**src/rtl/uart_rx_pkg.sv**
```systemverilog
// Shared widths, limits and helpers for the UART receiver front end.
// Used by uart_rx_data_sampler and uart_rx_edge_bit_counter.
package uart_rx_pkg;

    localparam int EDGE_W    = 5;
    localparam int BIT_W     = 4;
    localparam int PRESC_W   = 6;
    localparam int PRESC_MIN = 6;
    localparam int PRESC_MAX = 32;

    localparam logic LINE_IDLE = 1'b1;

    function automatic logic maj3(
        input logic a,
        input logic b,
        input logic c
    );
        return (a & b) | (a & c) | (b & c);
    endfunction

endpackage

```
**src/rtl/uart_rx_edge_bit_counter.sv**
```systemverilog
// Per-bit oversample counter and frame bit counter.
// Prescale is latched while idle so a frame keeps one bit period.
module uart_rx_edge_bit_counter
    import uart_rx_pkg::*;
(
    input  logic               clk,
    input  logic               rst,
    input  logic [PRESC_W-1:0] Prescale,
    input  logic               enable,
    output logic [PRESC_W-1:0] pq,
    output logic [EDGE_W-1:0]  edge_count,
    output logic [BIT_W-1:0]   bit_count
);

    logic [PRESC_W-1:0] last_edge;
    logic [PRESC_W-1:0] edge_ext;

    // pq of zero behaves as one: the counter never leaves 0
    assign last_edge = (pq == '0) ? '0 : pq - PRESC_W'(1);
    assign edge_ext  = {1'b0, edge_count};

    always_ff @(posedge clk) begin
        if (!rst) begin
            pq         <= Prescale;
            edge_count <= '0;
            bit_count  <= '0;
        end else if (!enable) begin
            pq         <= Prescale;
            edge_count <= '0;
            bit_count  <= '0;
        end else if (edge_ext == last_edge) begin
            edge_count <= '0;
            bit_count  <= bit_count + BIT_W'(1);
        end else begin
            edge_count <= edge_count + EDGE_W'(1);
        end
    end

endmodule

```
**src/rtl/uart_rx_data_sampler.sv**
```systemverilog
// UART RX oversampling front end: line conditioning, counters, 3-sample vote.
// Define UART_RX_SYNC_EN to put a 2-flop synchronizer on RX_IN.
module uart_rx_data_sampler
    import uart_rx_pkg::*;
(
    input  logic               clk,
    input  logic               rst,
    input  logic               RX_IN,
    input  logic [PRESC_W-1:0] Prescale,
    input  logic               enable,
    output logic               rx_line,
    output logic [EDGE_W-1:0]  edge_count,
    output logic [BIT_W-1:0]   bit_count,
    output logic               sampled_bit,
    output logic               sample_valid
);

    logic [PRESC_W-1:0] pq;
    logic [PRESC_W-1:0] mid;
    logic [PRESC_W-1:0] edge_ext;
    logic               s0;
    logic               s1;

`ifdef UART_RX_SYNC_EN
    logic sync1;
    logic sync2;

    always_ff @(posedge clk) begin
        if (!rst) begin
            sync1 <= LINE_IDLE;
            sync2 <= LINE_IDLE;
        end else begin
            sync1 <= RX_IN;
            sync2 <= sync1;
        end
    end

    assign rx_line = sync2;
`else
    assign rx_line = RX_IN;
`endif

    uart_rx_edge_bit_counter u_cnt (
        .clk        (clk),
        .rst        (rst),
        .Prescale   (Prescale),
        .enable     (enable),
        .pq         (pq),
        .edge_count (edge_count),
        .bit_count  (bit_count)
    );

    assign mid      = pq >> 1;
    assign edge_ext = {1'b0, edge_count};

    // Samples at mid-1, mid, mid+1; vote lands at mid+1
    always_ff @(posedge clk) begin
        if (!rst) begin
            s0           <= LINE_IDLE;
            s1           <= LINE_IDLE;
            sampled_bit  <= LINE_IDLE;
            sample_valid <= 1'b0;
        end else begin
            sample_valid <= 1'b0;
            if (enable) begin
                if (edge_ext == mid - PRESC_W'(1)) begin
                    s0 <= rx_line;
                end
                if (edge_ext == mid) begin
                    s1 <= rx_line;
                end
                if (edge_ext == mid + PRESC_W'(1)) begin
                    sampled_bit  <= maj3(s0, s1, rx_line);
                    sample_valid <= 1'b1;
                end
            end
        end
    end

endmodule

```
**config.mk**
```make
export PLATFORM = sky130hd
export DESIGN_NAME = uart_rx_data_sampler
export DESIGN_NICKNAME = d
export VERILOG_FILES = /design/src/rtl/uart_rx_pkg.sv /design/src/rtl/uart_rx_edge_bit_counter.sv /design/src/rtl/uart_rx_data_sampler.sv
export SDC_FILE = /design/constraint.sdc
export NUM_CORES = 1
export LEC_CHECK = 0
export ABC_AREA = 0
export CORE_ASPECT_RATIO = 1.1
export CORE_MARGIN = 3
export CORE_UTILIZATION = 51
export CTS_CLUSTER_SIZE = 12
export DETAILED_ROUTE_END_ITERATION = 10
export PLACE_DENSITY = 0.77
export REMOVE_ABC_BUFFERS = 1
export SLEW_MARGIN = 40
export SYNTH_ARGS = -nofsm -noshare
export SYNTH_HDL_FRONTEND = slang
export SYNTH_SLANG_ARGS = --single-unit
```
**constraint.sdc**
```tcl
create_clock -name clk -period 2.68 [get_ports clk]
set_input_delay 0.268 -clock clk [delete_from_list [all_inputs] [get_ports clk]]
set_output_delay 0.268 -clock clk [all_outputs]
set_load 0.05 [all_outputs]
```
# Word level (Yosys, flattened, before mapping)
# Cells that the tools add are included.
# word_totals
out_inout_bits,12
register_bits,19
inputBits,10
# classes
bitwise_logic,7
n_eq_ne,5
reduce_logical,6
mux,4
add_sub_neg,5
# op_table
op,n
$eq 5x6->1,3
$mux 6,3
$reduce_and 2->1,4
$add 5x1->6 const B,1
$logic_not 6->1,1
$sub 5x1->6 const B,1
$sub 6x1->6 const B,1
$add 5x1->5 const B,1
$eq 5x5->1,1
$add 4x1->4 const B,1
$and 1x1->1,3
$reduce_or 3->1,1
$ne 2x2->1 const B,1
$not 1->1,2
$or 1x1->1,2
$mux 1,1

# Longest topological paths before layout
# Gate-level depths: netlist of run 1.
# logic_depth
ltp_word,4
ltp_mapped,9

# Hierarchy
# A second synthesis of run 1 with hierarchy kept.
# unflattened
hier_cells,136
hier_area_um2,1333.8
# by_module_without_submodules
module,seq_area_each_um2,cells_each,area_per_inst_um2,instances
uart_rx_edge_bit_counter,360.3,80,870.8,1
uart_rx_data_sampler,80.1,56,462.9,1

# Least setup slack after synthesis of run 1
# Ideal clock, no wire load.
# synth_path
path_kind,register to register
startpoint,register u_cnt.pq[1]
endpoint,register u_cnt.bit_count[3]
required_time_ps,2604
stages_incl_launch_ff,9
slack_ps,350
synth_period_minus_slack_ps,2330
arrival_time_ps,2254
cell_sequence,edfxtp_1 -> inv_1 -> ha_1 -> or3b_1 -> or3_1 -> a31oi_1 -> o22ai_2 -> or4_1 -> a21oi_1
# synth_between
elab_chain_len,3
# synth_lines
element,line,rtl
from (decl),uart_rx_edge_bit_counter.sv:10,"output logic [PRESC_W-1:0] pq,"
from (signal assigned),uart_rx_edge_bit_counter.sv:24,pq <= Prescale;
from (signal assigned),uart_rx_edge_bit_counter.sv:28,pq <= Prescale;
$sub 6x1->6 or $logic_not 6->1 (tied branches),uart_rx_edge_bit_counter.sv:19,assign last_edge = (pq == '0) ? '0 : pq - PRESC_W'(1);
$mux 6 (*),uart_rx_edge_bit_counter.sv:19,
$eq 5x6->1 (*),uart_rx_edge_bit_counter.sv:31,end else if (edge_ext == last_edge) begin
to (signal assigned),uart_rx_edge_bit_counter.sv:33,bit_count <= bit_count + BIT_W'(1);
to (decl),uart_rx_edge_bit_counter.sv:12,output logic [BIT_W-1:0] bit_count
# Mark *: on every way between the ends. The rest lies on a longest branch, timed or not.
# A chain may end at the register's enable or synchronous reset.

# Final worst setup path of run 1
# Ends and elaborated chain as after synthesis.

==> metrics.cfg, run 1 <==
[drt]
drc = 0
via_per_inst = 5.73
wl_um = 2660
routedWlPerCell_um = 14.3
firstDrtPassIters = 4
vias = 1065
drtAntennaViolNets = 0
drtIter0Drc = 34

[synth]
syn_inst = 133
synthFlopType = dfxtp_1
synth_area_per_cell_um2 = 9.26
synth.yosys.seq_area_share = 0.358
ys_seq_elements = 19
synth.largest_area_cell = dfxtp_1
synth_cell_types = 45
synth_top_area_frac = 0.211
syn-cell-area_mm2 = 0.00123
ys.warnings.count = 0
ys_async_sr_fraction = 0
synth_area_leaders = dfxtp_1 21%, edfxtp_1 15%, xor2_1 6.4%
synth_edf_count = 6

[worst_hold_path]
hp-class = flip-flop to flip-flop
min_from = u_cnt.bit_count[3]

[cells_and_area]
fin_area_mm2 = 0.00151
layout.nets = 173
area_growth_pct = 22.9
num_antenna_cells = 0
layout-drive-gt1-share = 0.0962
nFillCells = 190

[setup_path]
cpPeakStageDelay_ps = 470
setup.worst_path.start_class = flip-flop
regToRegStartpoint = u_cnt.pq[1]
cp.required_ps = 2910
slowest_stage = edfxtp_1
cp-end-kind = flip-flop
setup.worst_path.start = u_cnt.pq[1]
crit_fanout = 6
crit_chain = inv_1 -> ha_1 -> or3b_1 -> or3_1 -> a31oi_1 -> o22ai_2 -> or4_1 -> a21oi_1
path_class = flip-flop to flip-flop
cp.arrival_ps = 2770

[grt]
antenna_found_initial = 0
grt_pass1_vias = 983
grt_first_pass_wirelength_um = 4490
grt-ovfl-total = 0
grt_usage = 0.199
grt_max_degree = 16

[placed_design]
io_buffers = 21
hpwlAfterDp_um = 2020
place_area_mm2 = 0.00147
place_congestion = 0.854
pre_cts_ws_ps = 179

[clock_network]
cts_buffers = 3
numClockSinks = 19
cts_tree = done
cts_max_level = 1
path_clk_slew_ps = 110
ctsLongestPathBuffers = 2
clock_latency_ps = 300
cts_root_buf = clkbuf_4

[timing]
maxSlewHeadroom = 0.614
fmax_mhz = 393
hold_viol_final = 0
clock_skew_ps = 2.30
layout_setup_ws_ps = 137
grt_setup_unrepaired = yes
tightestPinTransition_ps = 578
period_share = 0.949
drv_slew = 0
tns_ps = 0
setup_viol = 0
fin_crit_ps = 2540

[floorplan]
num_rows = 18
dieArea_mm2 = 0.00304
io_pins = 22
core_mm2 = 0.00227
die_x_um = 52.8
start_util = 0.541
die_y_um = 57.5

[power]
leakage_nw = 0.573
ir_drop_v = 0.000351
finalPower_mw = 0.631
powerDensity_mw_per_mm2 = 417

[run]
cap_violations = 0

[run_status]
status = finished, final reports clean

## registers in the layout (all words and copies together) (netlist names)
signal,count
s1,1
u_cnt.bit_count,4
s0,1
sampled_bit,1
sample_valid,1
u_cnt.pq,6
u_cnt.edge_count,5
## path summary, 6_finish.rpt
path / endpoint / slack, ps / depth (start not counted)
min: u_cnt.bit_count[3] / 500 / 2
min reg2reg: u_cnt.bit_count[3] / 500 / 2
max: u_cnt.bit_count[3] / 140 / 8
max reg2reg: u_cnt.bit_count[3] / 140 / 8
## per-layer routing
| metal | GRT usage | vias to the layer above | wire [um] |
|---|---|---|---|
| met4 | 0.0657 | 0 | 36 |
| met5 | 0 | - | 0 |
| met2 | 0.321 | 21 | 1350 |
| met3 | 0.0313 | 5 | 89 |
| li1 | - | 533 | - |
| met1 | 0.268 | 506 | 1180 |
## logic make-up (layout without fill, tap and decap cells)
group | after synthesis | after routing | synth area share
AO/OA/AOI/OAI | 21 | 21 | 0.126
flip-flops | 19 | 19 | 0.358
buffers and inverters | 13 | 36 | 0.0498
adder cells (fa/ha/maj) | 7 | 7 | 0.0691
AND/OR/NAND/NOR | 52 | 52 | 0.240
XOR/XNOR | 14 | 14 | 0.0996
multiplexers | 7 | 7 | 0.0579
## power breakdown
part           switching [mW]  internal (mW)
combinational          0.0861         0.0731
clock                  0.0891         0.0580
sequential             0.0160          0.309
## cells in the mapped netlist (all sizes together), types with 4 or more instances
| cell type | n |
|---|---|
| or3 | 5 |
| xor2 | 9 |
| xnor2 | 5 |
| nor2 | 4 |
| nand2b | 4 |
| inv | 5 |
| ha | 6 |
| clkbuf | 4 |
| nand2 | 12 |
| buf | 4 |
| nor3 | 5 |
| dfxtp | 13 |
| edfxtp | 6 |
| mux2i | 6 |
| nand3 | 5 |
## per-stage QoR
| step | hold WS, ps | util | std cells |
|---|---|---|---|
| 2_1_floorplan | 330 | - | 125 |
| 6_report | 497 | 0.665 | 186 |
| 5_1_grt | 511 | 0.665 | 186 |
| 4_1_cts | 498 | 0.656 | 184 |
| 3_5_place_dp | 469 | 0.645 | 180 |
| 3_3_place_gp | 461 | 0.645 | 180 |
## cells in the final DEF, fill, tap and decap left out, drive strengths merged, types with 3 or more instances in the layout
master          n
inv             5
nor3            5
ha              6
nor2b           3
dfxtp          13
buf             6
nand2b          4
mux2i           6
clkbuf          4
clkdlybuf4s50  21
nand2          12
or3             5
xor2            9
nor2            4
edfxtp          6
nand3           5
a31oi           3
xnor2           5
o21ai           3
## final cells by class
type,count,area [um2],share of cell area
inverter,5,18.8,0.0124
multi-input combinational,101,734,0.486
sequential,19,440,0.291
timing repair buffer,27,255,0.169
clock buffer,4,26.3,0.0174
tap,30,37.5,0.0248
## worst max-delay path: cells and delay by family, from the launching register on
family / cells / cell delay (ps)
AO/OA/AOI/OAI: 3 / 520
flip-flops: 1 / 470
buffers and inverters: 1 / 140
AND/OR/NAND/NOR: 3 / 1130
adder cells (fa/ha/maj): 1 / 220
## timing repair
item | in CTS | in global routing
endpoints found under the setup margin | 0 | 9
hold buffers | 0 | 0
setup buffers | 0 | 2
gates resized for setup | 0 | 3
Power figures use the tool's default switching activity.
==> inputs of run 2 (changes only) <==
- GPL_ROUTABILITY_DRIVEN: default -> 0
==> results of run 2 <==
Same layout as run 1: the final DEF is identical, and so are final timing and power.
==> patch 1, RTL diff (flow settings as in run 2) <==
Build with the macro `UART_RX_SYNC_EN` defined.
--- a/src/rtl/uart_rx_data_sampler.sv
+++ b/src/rtl/uart_rx_data_sampler.sv
@@ -2,2 +2,4 @@
 // Define UART_RX_SYNC_EN to put a 2-flop synchronizer on RX_IN.
+`define UART_RX_SYNC_EN
+
 module uart_rx_data_sampler
Function: changed (Yosys sat finds a counterexample within 4 cycles, from zero or initial values and one cycle with rst low).
==> patch 1 against run 2 <==
  * Clock power is essentially flat
  * Area after synthesis is 7.3% higher
  * Via count rose by 1.7%
  * Power is 3.4% higher
  * Setup slack improved by 0.024 ns
  * Sequential cell count up 2
  * Design area up 5.1%
  * Routed wire length increased by 3.6%
==> patch 1: results (changes against run 2) <==
- Highest metal layer with signal wires: met4
- Ranking of synthesized cells by area: dfxtp_1, edfxtp_1, ha_1
- Post-CTS sizing: 0 (unchanged)
- Startpoint Class: flip-flop
- Met3 WL post-DR: 95 µm (+6.7%)
- Max VDD drop: 0.3235 mV (-7.7%)
- GRT Util Overall: 20.47% (+0.61 points)
- CTS buffer count: 3 (unchanged)
- Pin count of the biggest net entering global routing: 17 (+1)
- Worst-skew pair later-pin latency: 0.29 ns
- Post-Route WL: 2.754 mm (+3.6%)
- Syn. warnings: 0 (unchanged)
- Clock H-tree levels: 1 (unchanged)
- Grt ovf: 0 (unchanged)
- WL met1: 1.317 mm (+11%)
- First-pass GRT wire length: 4.871 mm (+8.5%)
- Synthesized instance count: 139 (+4.5%)
- Post-CTS Setup Inserts: 0 (unchanged)
- Initial DRC count: 29 (-15%)
- # diodes: 0 (unchanged)
- Fill cells: 196 (+3.2%)
- Clock buffer depth: 2 (unchanged)
- DR WL met2: 1.322 mm (-2.0%)
- Dpl ws: 0.2065 ns (+0.02747 ns)
- Total negative setup slack: 0 ns (unchanged)
- Hold_sp: sync1
- Synth cell count leaders: dfxtp_1, nand3_1, nor3_1, xor2_1
- Vias in the first global route: 1113 (+13%)
- Netlist cell types: 41 (-8.9%)
- DR DRC count: 0 (unchanged)
- Number of I/O port buffers: 21 (unchanged)
- Clock slew at the register clock pins of the worst setup and hold paths: 0.11 ns (about the same)
- Post-place instance area: 1564 µm² (+6.7%)
- Sequential cell area fraction in the yosys report: 36.36% (+0.59 points)
- Vias per cell: 5.670 (-0.97%)
- Status: finished, final reports clean
- Slowest stage delay, CP: 0.50 ns (+0.03 ns)
- Data arrival, critical path: 2.72 ns (-0.05 ns)
- Crit Path Max Fanout: 5 (-1)
- Post-Layout Cell Count: 191 (+2.7%)
- Leak Pwr: 0.6100 nW (+6.4%)
- HPWL Detailed: 2.087 mm (+3.2%)
- Largest registers: u_cnt.pq x6, u_cnt.edge_count x5, u_cnt.bit_count x4
- Root Buffer: clkbuf_4
- Initial antenna violation count: 0 (unchanged)
- FF-to-FF Start: u_cnt.pq[1]
- Number of detailed-route iterations in the first pass: 4 (unchanged)
- Final Skew: 0.004617 ns (+0.002318 ns)
- Min-Delay Path Class: flip-flop to flip-flop
- Layout cells sized above 1: 9.317% (-0.30 points)
- Post-synth EDFFs: 6 (unchanged)
- Async SR Flop Fraction: 0% (unchanged)
- Worst-Margin Slew: 0.5892 ns (+0.01164 ns)
- CP max stage cell: or4b_4
- Nets@finish: 178 (+2.9%)
- Top FF cell, synth: dfxtp_1
patch 1: logic make-up (layout without fill, tap and decap cells):
kind of cell	Yosys count	in the layout	synth area share [%]
buf+inv	15	37	5.776
compound gates	19	19	10.51
fa+ha+maj	7	7	6.439
mux	7	7	5.303
simple gates	55	55	25.66
flops	21	21	36.36
xor+xnor	15	15	9.943
patch 1: metal layers:
layer / vias to the layer above / GRT usage, %
li1: 546 / -
met1: 511 / 26.95
met2: 24 / 34.02
met3: 2 / 2.267
met4: 0 / 7.473
met5: - / 0
patch 1: power by group:
group / switching [mW] / total, mW / internal (mW)
sequential: 0.0157 / 0.355 / 0.340
clock: 0.0891 / 0.147 / 0.0579
combinational: 0.0798 / 0.150 / 0.0705
patch 1: final cells by class:
cell class                 instances  area [µm²]  area share [%]
tap                               30       37.54           2.360
inverter                           5       18.77           1.180
multi-input combinational        103       764.5           48.07
clock buffer                       4       26.28           1.652
timing repair buffer              28       262.8           16.52
sequential                        21       480.5           30.21
patch 1: worst paths after layout:
| kind | endpoint | slack, ns | depth (start not counted) |
|---|---|---|---|
| max | u_cnt.bit_count[2] | 0.16 | 9 |
| min | rx_line | 0.42 | 1 |
| min reg2reg | rx_line | 0.42 | 1 |
| max reg2reg | u_cnt.bit_count[2] | 0.16 | 9 |
patch 1: worst max-delay path: cells and delay by family, from the launching register on:
| kind | cells | cell delay (ns) |
|---|---|---|
| flops | 1 | 0.48 |
| buf+inv | 2 | 0.30 |
| compound gates | 3 | 0.45 |
| simple gates | 3 | 0.99 |
| fa+ha+maj | 1 | 0.23 |
==> patch 2, RTL diff (config.mk and constraints of run 2) <==
Without the edit above. Register the output `edge_count`, cleared by the reset; this adds one clock of latency there. The other outputs are not delayed to match.
--- a/src/rtl/uart_rx_data_sampler.sv
+++ b/src/rtl/uart_rx_data_sampler.sv
@@ -16,2 +16,4 @@
 );
+
+    logic [EDGE_W-1:0] edge_count_d;
 
@@ -48,3 +50,3 @@
         .pq         (pq),
-        .edge_count (edge_count),
+        .edge_count (edge_count_d),
         .bit_count  (bit_count)
@@ -53,3 +55,3 @@
     assign mid      = pq >> 1;
-    assign edge_ext = {1'b0, edge_count};
+    assign edge_ext = {1'b0, edge_count_d};
 
@@ -79,2 +81,10 @@
 
+    always_ff @(posedge clk) begin
+        if (!rst) begin
+            edge_count <= '0;
+        end else begin
+            edge_count <= edge_count_d;
+        end
+    end
+
 endmodule
Behaviour: not the same (Yosys sat finds a counterexample within 4 cycles, from zero or initial values and one cycle with rst low).
==> patch 2 against run 2 <==
  * Routed wire length decreased by 0.86%
  * Non-clock buffer count decreased by 2
  * Area after synthesis increased by 8.3%
  * Power increased by 12%
  * Setup slack improved by 0.092 ns
  * Design area increased by 4.0%
  * Largest cell class unchanged
  * Critical path type unchanged
  * Global-route usage decreased by 0.37 points
  * Highest routed layer unchanged
  * Sequential share of layout area increased by 5.3 points
  * Sequential cell count increased by 5
==> patch 2: results (changes against run 2) <==
- HPWL Detailed: 2.067 mm (+2.2%)
- Clock H-tree levels: 1 (unchanged)
- Sequential share of power: 56.6% (+5.1 points)
- Via count of the routed design: 1045 (-1.9%)
- Post-Route WL: 2.636 mm (-0.86%)
- Layout cells sized above 1: 8.228% (-1.4 points)
- First-pass GRT wire length: 4.623 mm (+2.9%)
- P_clk: 156 µW (+6%)
- Worst-skew pair later-pin latency: 0.31 ns
- FF-to-FF Start: u_cnt.pq[1]
- Final Skew: 0.005518 ns (+0.003220 ns)
- Clock slew at the register clock pins of the worst setup and hold paths: 0.12 ns
- Leak Pwr: 0.6206 nW (+8.2%)
- Slew HR: 65.30% (+3.9 points)
- Dpl ws: 0.2212 ns (+0.04212 ns)
- Async SR Flop Fraction: 0% (unchanged)
- Dpl cells: 184 (+2.2%)
- Status: finished, final reports clean
- Min-Delay Path Class: flip-flop to flip-flop
- Hold path cells: 2 (unchanged)
- Sequential cell area fraction in the yosys report: 40.53% (+4.8 points)
- Crit Path Max Fanout: 7 (+1)
- Fill cells: 191 (+0.53%)
- Post-synth EDFFs: 6 (unchanged)
- Hold Path Sink: s1
- GRT Util Overall: 19.49% (-0.37 points)
- Crit path kind: flip-flop to flip-flop
- Synth cell count leaders: dfxtp_1, nor2_1, xor2_1
- Final setup margin: 0.2299 ns (+0.09247 ns)
- Post-CTS Setup Inserts: 0 (unchanged)
- R2R cell count: 8 (unchanged)
- Hold_sp: s1
- Number of detailed-route iterations in the first pass: 4 (unchanged)
- Max VDD drop: 0.4133 mV (+18%)
- Ranking of synthesized cells by area: dfxtp_1, edfxtp_1, xor2_1
- CTS buffer count: 3 (unchanged)
- Root Buffer: clkbuf_4
- Clock buffer depth: 2 (unchanged)
- Pin count of the biggest net entering global routing: 14 (-2)
- Initial antenna violation count: 0 (unchanged)
- Reg2reg end: u_cnt.bit_count[3]
- Initial DRC count: 37 (+8.8%)
- Sw Ratio: 27.51% (-2.8 points)
- # diodes: 0 (unchanged)
- Top cell type's share of synthesized area: 27.02% (+5.9 points)
- Mapped Avg Cell Area: 9.665 µm² (+4.4%)
- Post-Layout Cell Count: 188 (+1.1%)
- Number of I/O port buffers: 21 (unchanged)
- Netlist cell types: 44 (-2.2%)
- Largest registers: u_cnt.pq x6, edge_count x5, u_cnt.edge_count x5
- Psw: 194.8 µW (+1.9%)
- Syn. warnings: 0 (unchanged)
- Data arrival, critical path: 2.70 ns (-0.07 ns)
## patch 2: cell types whose count changed after synthesis, sizes merged, moves of 3 or more
cell   before  now
and2        0    6
buf         4    7
dfxtp      13   18
nand2      12    5
nor2        4   12
nor3        5    1
## patch 2: through the flow
step	hold WS (ns)	cell area, µm²
4_1_cts	0.4906	1569
3_3_place_gp	0.4573	1543
2_1_floorplan	0.3299	1265
6_report	0.4932	1573
3_5_place_dp	0.4680	1543
5_1_grt	0.4951	1573
## patch 2: worst max-delay path: stages (launching register included)
cell,delay [ns]
edfxtp_1,0.47
inv_1,0.13
ha_1,0.20
or3b_1,0.36
a21o_1,0.20
a221oi_2,0.26
o2111ai_2,0.23
or3_1,0.40
a21oi_1,0.13
## patch 2: final cells by class
type | instances | share of cell area [%]
clock buffer | 4 | 1.671
multi-input combinational | 98 | 44.63
sequential | 24 | 34.37
timing repair buffer | 25 | 15.27
inverter | 7 | 1.671
tap | 30 | 2.387
## patch 2: logic make-up (layout without fill, tap and decap cells)
family,after synthesis,after routing,synth area share (%)
flops,24,24,40.53
buf+inv,16,36,7.129
mux,4,4,3.002
compound gates,22,22,12.48
xor+xnor,15,15,9.850
simple gates,50,50,20.64
fa+ha+maj,7,7,6.379
## patch 2: layer usage
metal | vias to the layer above | GRT usage, % | part of all wire (%)
met2 | 31 | 31.76 | 49
met3 | 4 | 1.763 | 3.6
met1 | 488 | 25.20 | 45
met4 | 0 | 9.609 | 1.9
li1 | 522 | - | -
met5 | - | 0 | 0
## patch 2: what timing repair did
item                                    4_1_cts  5_1_grt
gates resized for setup                       0        1
endpoints found under the hold margin         0        0
hold buffers                                  0        0
endpoints found under the setup margin        0        1
